**src/rtl/cpu_read_sequencer.sv**
```systemverilog
// Z80 data-in mux sequencer: jams JP RESET_VECTOR over the first three memory reads
// after reset or rejam, and stretches slow-device reads with wait states.
module cpu_read_sequencer #(
    parameter logic [15:0] RESET_VECTOR = 16'hF000,
    parameter int unsigned WAIT_CLKS    = 8
) (
    input  logic        pll0_250MHz,
    input  logic        reset,
    input  logic        z80_rd_n,
    input  logic        z80_mreq_n,
    input  logic        z80_iorq_n,
    input  logic        slowDev_cs,
    input  logic        rejam,
    output logic [15:0] rstAdr,
    output logic        reset_cs,
    output logic        c3En_cs,
    output logic        ladrEn_cs,
    output logic        hadrEn_cs,
    output logic        waitReq,
    output logic        jamDone
);

    localparam int unsigned CNT_W  = 8;
    localparam int unsigned SYNC_W = 2;

    typedef enum logic [1:0] {J_OP, J_LO, J_HI, RUN} jam_state_e;

    logic [SYNC_W-1:0] rd_sync_q,   rd_sync_d;
    logic [SYNC_W-1:0] mreq_sync_q, mreq_sync_d;
    logic [SYNC_W-1:0] iorq_sync_q, iorq_sync_d;

    logic              act_q,      act_d;
    logic              rd_start_q, rd_start_d;
    logic              rd_end_q,   rd_end_d;
    logic              rd_mem_q,   rd_mem_d;
    jam_state_e        state_q,    state_d;
    logic              jam_q,      jam_d;
    logic              pend_q,     pend_d;
    logic [CNT_W-1:0]  cnt_q,      cnt_d;
    logic              wait_q,     wait_d;
    logic              done_q,     done_d;
    logic              c3_q,       c3_d;
    logic              lo_q,       lo_d;
    logic              hi_q,       hi_d;
    logic              reset_cs_q, reset_cs_d;
    logic [15:0]       rst_adr_q,  rst_adr_d;

    logic mem_rd_c;
    logic io_rd_c;
    logic rd_act_c;
    logic rd_busy_c;
    logic jam_rd_c;

    // Synchronizers are left unreset so a read in flight across reset stays visible.
    always_ff @(posedge pll0_250MHz) begin
        rd_sync_q   <= rd_sync_d;
        mreq_sync_q <= mreq_sync_d;
        iorq_sync_q <= iorq_sync_d;
    end

    always_comb begin
        rd_sync_d   = {rd_sync_q[0],   z80_rd_n};
        mreq_sync_d = {mreq_sync_q[0], z80_mreq_n};
        iorq_sync_d = {iorq_sync_q[0], z80_iorq_n};

        mem_rd_c  = ~rd_sync_q[1] & ~mreq_sync_q[1];
        io_rd_c   = ~rd_sync_q[1] & ~iorq_sync_q[1];
        rd_act_c  = mem_rd_c | io_rd_c;
        rd_busy_c = rd_act_c | act_q;
        jam_rd_c  = rd_start_q & rd_mem_q & (state_q != RUN);

        act_d      = rd_act_c;
        rd_start_d = rd_act_c & ~act_q;
        rd_end_d   = ~rd_act_c & act_q;
        rd_mem_d   = mem_rd_c;

        state_d   = state_q;
        jam_d     = jam_q;
        pend_d    = pend_q;
        done_d    = 1'b0;
        cnt_d     = cnt_q;
        rst_adr_d = RESET_VECTOR;

        // Jam sequencing; rejam is only honoured once the sequence has finished.
        case (state_q)
            RUN: begin
                if (rejam) begin
                    pend_d = 1'b1;
                end
                if (pend_d && !rd_busy_c) begin
                    state_d = J_OP;
                    pend_d  = 1'b0;
                end
            end
            default: begin
                if (!jam_q && rd_start_q && rd_mem_q) begin
                    jam_d = 1'b1;
                end else if (jam_q && rd_end_q) begin
                    jam_d   = 1'b0;
                    done_d  = (state_q == J_HI);
                    state_d = (state_q == J_OP) ? J_LO :
                              (state_q == J_LO) ? J_HI : RUN;
                end
            end
        endcase

        // Wait-state counter; jammed reads never wait.
        if (rd_start_q && slowDev_cs && !jam_rd_c) begin
            cnt_d = CNT_W'(WAIT_CLKS);
        end else if (rd_end_q) begin
            cnt_d = '0;
        end else if (cnt_q != '0) begin
            cnt_d = cnt_q - CNT_W'(1);
        end

        wait_d     = (cnt_d != '0);
        c3_d       = jam_d && (state_d == J_OP);
        lo_d       = jam_d && (state_d == J_LO);
        hi_d       = jam_d && (state_d == J_HI);
        reset_cs_d = (state_d != RUN) || pend_d;
    end

    // Edge detect starts "busy" so a read spanning reset produces no fresh start.
    always_ff @(posedge pll0_250MHz) begin
        if (reset) begin
            act_q      <= 1'b1;
            rd_start_q <= 1'b0;
            rd_end_q   <= 1'b0;
            rd_mem_q   <= 1'b0;
            state_q    <= J_OP;
            jam_q      <= 1'b0;
            pend_q     <= 1'b0;
            cnt_q      <= '0;
            wait_q     <= 1'b0;
            done_q     <= 1'b0;
            c3_q       <= 1'b0;
            lo_q       <= 1'b0;
            hi_q       <= 1'b0;
            reset_cs_q <= 1'b1;
            rst_adr_q  <= RESET_VECTOR;
        end else begin
            act_q      <= act_d;
            rd_start_q <= rd_start_d;
            rd_end_q   <= rd_end_d;
            rd_mem_q   <= rd_mem_d;
            state_q    <= state_d;
            jam_q      <= jam_d;
            pend_q     <= pend_d;
            cnt_q      <= cnt_d;
            wait_q     <= wait_d;
            done_q     <= done_d;
            c3_q       <= c3_d;
            lo_q       <= lo_d;
            hi_q       <= hi_d;
            reset_cs_q <= reset_cs_d;
            rst_adr_q  <= rst_adr_d;
        end
    end

    assign rstAdr    = rst_adr_q;
    assign reset_cs  = reset_cs_q;
    assign c3En_cs   = c3_q;
    assign ladrEn_cs = lo_q;
    assign hadrEn_cs = hi_q;
    assign waitReq   = wait_q;
    assign jamDone   = done_q;

endmodule
```
**config.mk**
```make
export PLATFORM = sky130hd
export DESIGN_NAME = cpu_read_sequencer
export DESIGN_NICKNAME = d
export VERILOG_FILES = /design/src/rtl/cpu_read_sequencer.sv
export SDC_FILE = /design/constraint.sdc
export NUM_CORES = 1
export LEC_CHECK = 0
export CORE_MARGIN = 3
export CORE_UTILIZATION = 50
export DETAILED_ROUTE_END_ITERATION = 6
export GPL_ROUTABILITY_DRIVEN = 0
export PLACE_DENSITY = 0.8
export SLEW_MARGIN = 10
export SYNTH_ARGS = -nofsm -noshare
export SYNTH_HDL_FRONTEND = slang
export SYNTH_SLANG_ARGS = --single-unit
```
**constraint.sdc**
```tcl
create_clock -name pll0_250MHz -period 2.8 [get_ports pll0_250MHz]
set_clock_uncertainty 0.05 [all_clocks]
set_input_delay 0.42 -clock pll0_250MHz [delete_from_list [all_inputs] [get_ports pll0_250MHz]]
set_output_delay 0.42 -clock pll0_250MHz [all_outputs]
set_load 0.005 [all_outputs]
```
======== Yosys cells after proc, flatten, opt, wreduce, memory -nomap -nowiden ========
Index checks and enable logic that the tools add are counted.
word-level totals
  register bits ........................... 28
  bits of input ports ..................... 7
  output and inout bits ................... 22
  logic and storage cells ................. 73
operators by class
  add/sub/neg operators ................... 1
  equal/unequal tests ..................... 7
  multiplexer cells ....................... 16
  bitwise logic cells ..................... 14
  reductions and logical operators ........ 18
operator list
  cell                                               count
  two-way mux 8 bit                                  3
  nonzero test 8 bit                                 2
  two-way mux 2 bit                                  5
  logical AND 1 bit                                  9
  two-way mux 1 bit                                  8
  subtractor 8 x 1 -> 8 bit (second input constant)  1
  bitwise AND 1 bit                                  6
  == test 2 bit (second input constant)              3
  NOT 1 bit                                          6
  == test 2 x 1 -> 1 bit (second input constant)     2
  zero test 2 bit                                    2
  != test 2 bit (second input constant)              2
  OR reduction 4 bit                                 1
  zero test 1 bit                                    3
  OR 1 bit                                           2
  logical OR 1 bit                                   1

======== Longest topological paths before layout ========
  depth after elaboration ................. 10
  depth in mapped cells ................... 7
  gate-level depth less buffers ........... 7

======== Least setup slack after synthesis ========
Ideal clock, no wire load.
  path kind ............................... register to register
  from .................................... register cnt_q[0]
  to ...................................... register wait_q (netlist: waitReq)
  library setup time ...................... 0.077 ns
  data arrival time ....................... 1.432 ns
  data required time ...................... 2.673 ns
  path slack .............................. 1.242 ns
  stages on the path, launching flop included .. 8
  path buffers ............................ 0
  period minus slack after synthesis ...... 1.558 ns
  cells stage by stage .................... dfxtp_1 > inv_1 > ha_1 > nor2b_1 > nand3b_2 > nor2_1 > a211o_1 > a41oi_2
on the way
  word-level cells in the longest chain between the ends .. 5
  elaborated cells on any way between the ends .. 6
  those cells by class .................... add/sub (1); mux (3); reduce/logical (2)
ends and longest elaborated chain
  item                                                             line      RTL
  start: declaration                                               39        logic [CNT_W-1:0] cnt_q, cnt_d;
  start signal: assignment                                         149       cnt_q <= cnt_d;
  subtractor 8 x 1 -> 8 bit or nonzero test 8 bit (tied branches)  113, 112
  two-way mux 8 bit (*)                                            112       end else if (cnt_q != '0) begin
  two-way mux 8 bit (*)                                            110       end else if (rd_end_q) begin
  two-way mux 8 bit (*)                                            108       if (rd_start_q && slowDev_cs && !jam_rd_c) begin
  nonzero test 8 bit (*)                                           116       wait_d = (cnt_d != '0);
  end signal: assignment                                           150       wait_q <= wait_d;
  end: declaration                                                 40        logic wait_q, wait_d;
Every way passes the cells marked *; elsewhere a longest branch is shown, timed or not.
A chain may end at the register's enable or synchronous reset.

======== Final worst setup path ========
  from .................................... register cnt_q[0]
  to ...................................... register cnt_q[1]
on the way
  word-level cells in the longest chain between the ends .. 4
  elaborated cells on any way between the ends .. 5
  those cells by class .................... add/sub (1); mux (3); reduce/logical (1)
ends and longest elaborated chain
  item                                                             line
  subtractor 8 x 1 -> 8 bit or nonzero test 8 bit (tied branches)  113, 112
  two-way mux 8 bit (*)                                            112
  two-way mux 8 bit (*)                                            110
  two-way mux 8 bit (*)                                            108
Marks and branches as above.

==> results by group <==
Floorplan
  • Row Count: 17
  • Die Area: 0.00311 mm^2
  • Floorplan Core Area: 0.00228 mm^2
  • Horizontal die dimension: 55.8 um
  • Chip height: 55.8 um
  • Effective utilization at floorplan: 54.4%
  • # IOs: 29

STA
  • Count of final hold-check violations: 0
  • # setup viols final: 0
  • Unrepaired setup endpoints after global routing: no
  • Fmax: 563 MHz
  • Final number of max-transition violations: 0
  • Summed negative setup slack over all endpoints: 0 ps
  • Tmin final: 1780 ps
  • Ratio of final minimum period to clock period: 63.5%

Synth
  • Sequential share of the synthesized area: 45.3%
  • Largest area contributor in the netlist: dfxtp_1
  • Area share of the largest cell type after synthesis: 45.3%
  • Number of flops mapped to enable cells by yosys: 0
  • Synthesis-stage register bit count: 28
  • Number of instances in the synthesized netlist: 134
  • Distinct cell type count of the synthesized netlist: 35
  • Most used flip-flop cell after synthesis: dfxtp_1
  • Number of warnings printed during yosys synthesis: 0
  • Area contributors post-synth: dfxtp_1, buf_4, nor2_1
  • Async S/R FF share, synth: 0%
  • Post-synth design cell area: 0.00124 mm^2
  • Mean Syn Cell Area: 9.23 um^2

Global route
  • Number of antenna violations at the first check in global routing: 0
  • All-layer global routing usage: 12.9%
  • Global-route wire length before repair: 3300 um
  • Overflow after GRT: 0
  • Via count of the first global-routing pass: 788
  • Maximum number of pins on one net before global-route repair: 17

Run status
  • Outcome: complete, no violations

Layout
  • Post-synthesis to final-layout area growth: 9.50%
  • Share of cells above drive strength 1: 6.25%
  • Most common cell after layout, fill and taps aside: dfxtp_1
  • Layout Nets: 154
  • Post-Layout Cell Count: 172
  • Filler cell count: 206
  • Total inserted antenna cells: 0
  • Utilization after layout: 59.5%
  • Commonest non-fill, non-tap cells in the layout: dfxtp_1, nor2_1, conb_1, clkdlybuf4s50_1

Worst setup path
  • RR Endpoint: cnt_q[1]
  • Largest fanout of any net on the critical path: 7
  • Setup CP Type: reg -> reg
  • Slack of the worst reg-to-reg path: 1020 ps
  • Nature of the critical path startpoint: flop
  • CP required: 2960 ps
  • Arr. time, crit path: 1940 ps
  • Startpoint of the lowest-slack register-to-register path: cnt_q[0]
  • Kind of end point of the critical path: flop
  • Path depth of the worst reg2reg path: 6

CTS
  • Number of gates resized after CTS: 0
  • Level count of the clock H-tree: 1
  • Count of buffers added by post-CTS timing repair for setup: 0
  • Sink count of the clock tree: 28
  • Hold buffers post-CTS: 0
  • Number of CTS-inserted buffers: 3
  • TritonCTS clock tree: yes
  • CTS Root Buffer Type: clkbuf_4
  • Maximum number of buffers from clock root to sink: 2
  • Post-CTS clock slew at the launch and capture registers of the worst setup and hold paths: 140 ps
  • Clk_lat worst skew: 330 ps

Power
  • Switch share: 35.5%
  • Cell Int Power: 0.000853 W
  • Leak: 0.541 nW
  • Combinational group share of total power: 39.6%
  • Maximum ir drop on the vdd rail: 702 uV
  • Sequential share of power: 40.7%
  • Clock power share: 19.7%
  • Net load switching power: 0.000470 W
  • Areal power density over the cells: 976 mW/mm^2

Drt
  • DRC: 0
  • Post-DR vias/cell: 5.13
  • Total Wirelength: 1950 um
  • Wire length per cell after detailed routing: 11.3 um
  • Iteration-0 DRC Markers: 20
  • Number of nets still failing antenna checks after routing: 0
  • Number of vias after detailed routing: 883
  • TritonRoute pass-1 iters: 4

Placed design
  • PortBufs: 12
  • Post-detail-place hpwl: 1510 um
  • Cell count after placement: 168

Run
  • Max-cap viol count: 0

Worst hold path
  • Endpoint with the worst hold slack: mreq_sync_q[1]
  • Worst hold-check path type: reg -> reg
  • Worst hold path stage count: 0
  • Launch instance of the worst min-delay path: mreq_sync_q[0]
-- metrics by stage --
stage               cell area (um^2)  power [W]  worst slack [ps]  hold WS (ps)
floorplan                       1290   0.000982              1240           260
global placement                1300    0.00105              1020           261
detailed placement              1300    0.00107               967           262
CTS                             1360    0.00133              1030           294
global route                    1360    0.00142               880           298
finish                          1360    0.00132              1020           293
-- critical path: stages, from the launching register on --
cell and delay [ps]:
dfxtp_1 470, inv_1 100, ha_1 210, nor2b_1 150, nand3b_2 190, nor2_1 80, a2111oi_1 410
-- sequential cells by signal, indices dropped and copies added (netlist names) --
signal / count
jamDone: 1
reset_cs: 1
cnt_q: 8
mreq_sync_q: 2
ladrEn_cs: 1
iorq_sync_q: 2
rd_mem_q: 1
state_q: 2
rd_start_q: 1
rd_sync_q: 2
pend_q: 1
act_q: 1
waitReq: 1
c3En_cs: 1
jam_q: 1
rd_end_q: 1
hadrEn_cs: 1
-- worst max-delay path by stage --
stage                    start  endpoint  depth (start not counted)
floorplan             cnt_q[0]   waitReq                          7
global placement    slowDev_cs   waitReq                          6
detailed placement  slowDev_cs   waitReq                          6
CTS                   cnt_q[0]  cnt_q[1]                          6
global route          cnt_q[0]  cnt_q[1]                          6
finish                cnt_q[0]  cnt_q[1]                          6
-- cells by family after synthesis --
family | Yosys count | synth area share [%]
compound gates | 22 | 13.3
xor+xnor | 7 | 4.95
fa+ha+maj | 2 | 2.02
buf+inv | 25 | 13.0
flops | 28 | 45.3
mux | 2 | 1.62
other cells | 2 | 0.607
simple gates | 46 | 19.1
-- cell usage after synthesis, drive strengths merged (2+ instances only) --
cell type	number
a2111oi	2
a211o	2
a21oi	6
a31oi	3
a41oi	2
buf	18
clkbuf	2
conb	2
dfxtp	28
ha	2
inv	5
mux2i	2
nand2	9
nand3b	3
nor2	17
nor3	9
o21ai	3
xnor2	4
xor2	3
-- power by group through the flow --
stage | combinational (W) | sequential [W] | clock [W]
6_report | 0.000524 | 0.000538 | 0.000261
5_1_grt | 0.000594 | 0.000548 | 0.000280
4_1_cts | 0.000524 | 0.000537 | 0.000268
3_5_place_dp | 0.000520 | 0.000546 | 0
3_3_place_gp | 0.000506 | 0.000545 | 0
2_1_floorplan | 0.000449 | 0.000533 | 0
-- cell type report --
type | count | area (um^2) | area share (%)
clock buffer | 3 | 22.5 | 1.66
sequential | 28 | 561 | 41.4
clock inverter | 1 | 30.0 | 2.22
multi-input combinational | 95 | 568 | 41.9
tap | 28 | 35.0 | 2.59
inverter | 5 | 18.8 | 1.39
timing repair buffer | 12 | 120 | 8.86
-- metal layers --
metal  vias up  part of all wire, %  track usage, %
li1        445                    -               -
met1       410                   44            15.4
met2        26                   49            22.5
met3         2                  6.0            4.18
met4         0                 0.72            2.78
met5         -                    0               0
(Power assumes the default switching activity.)
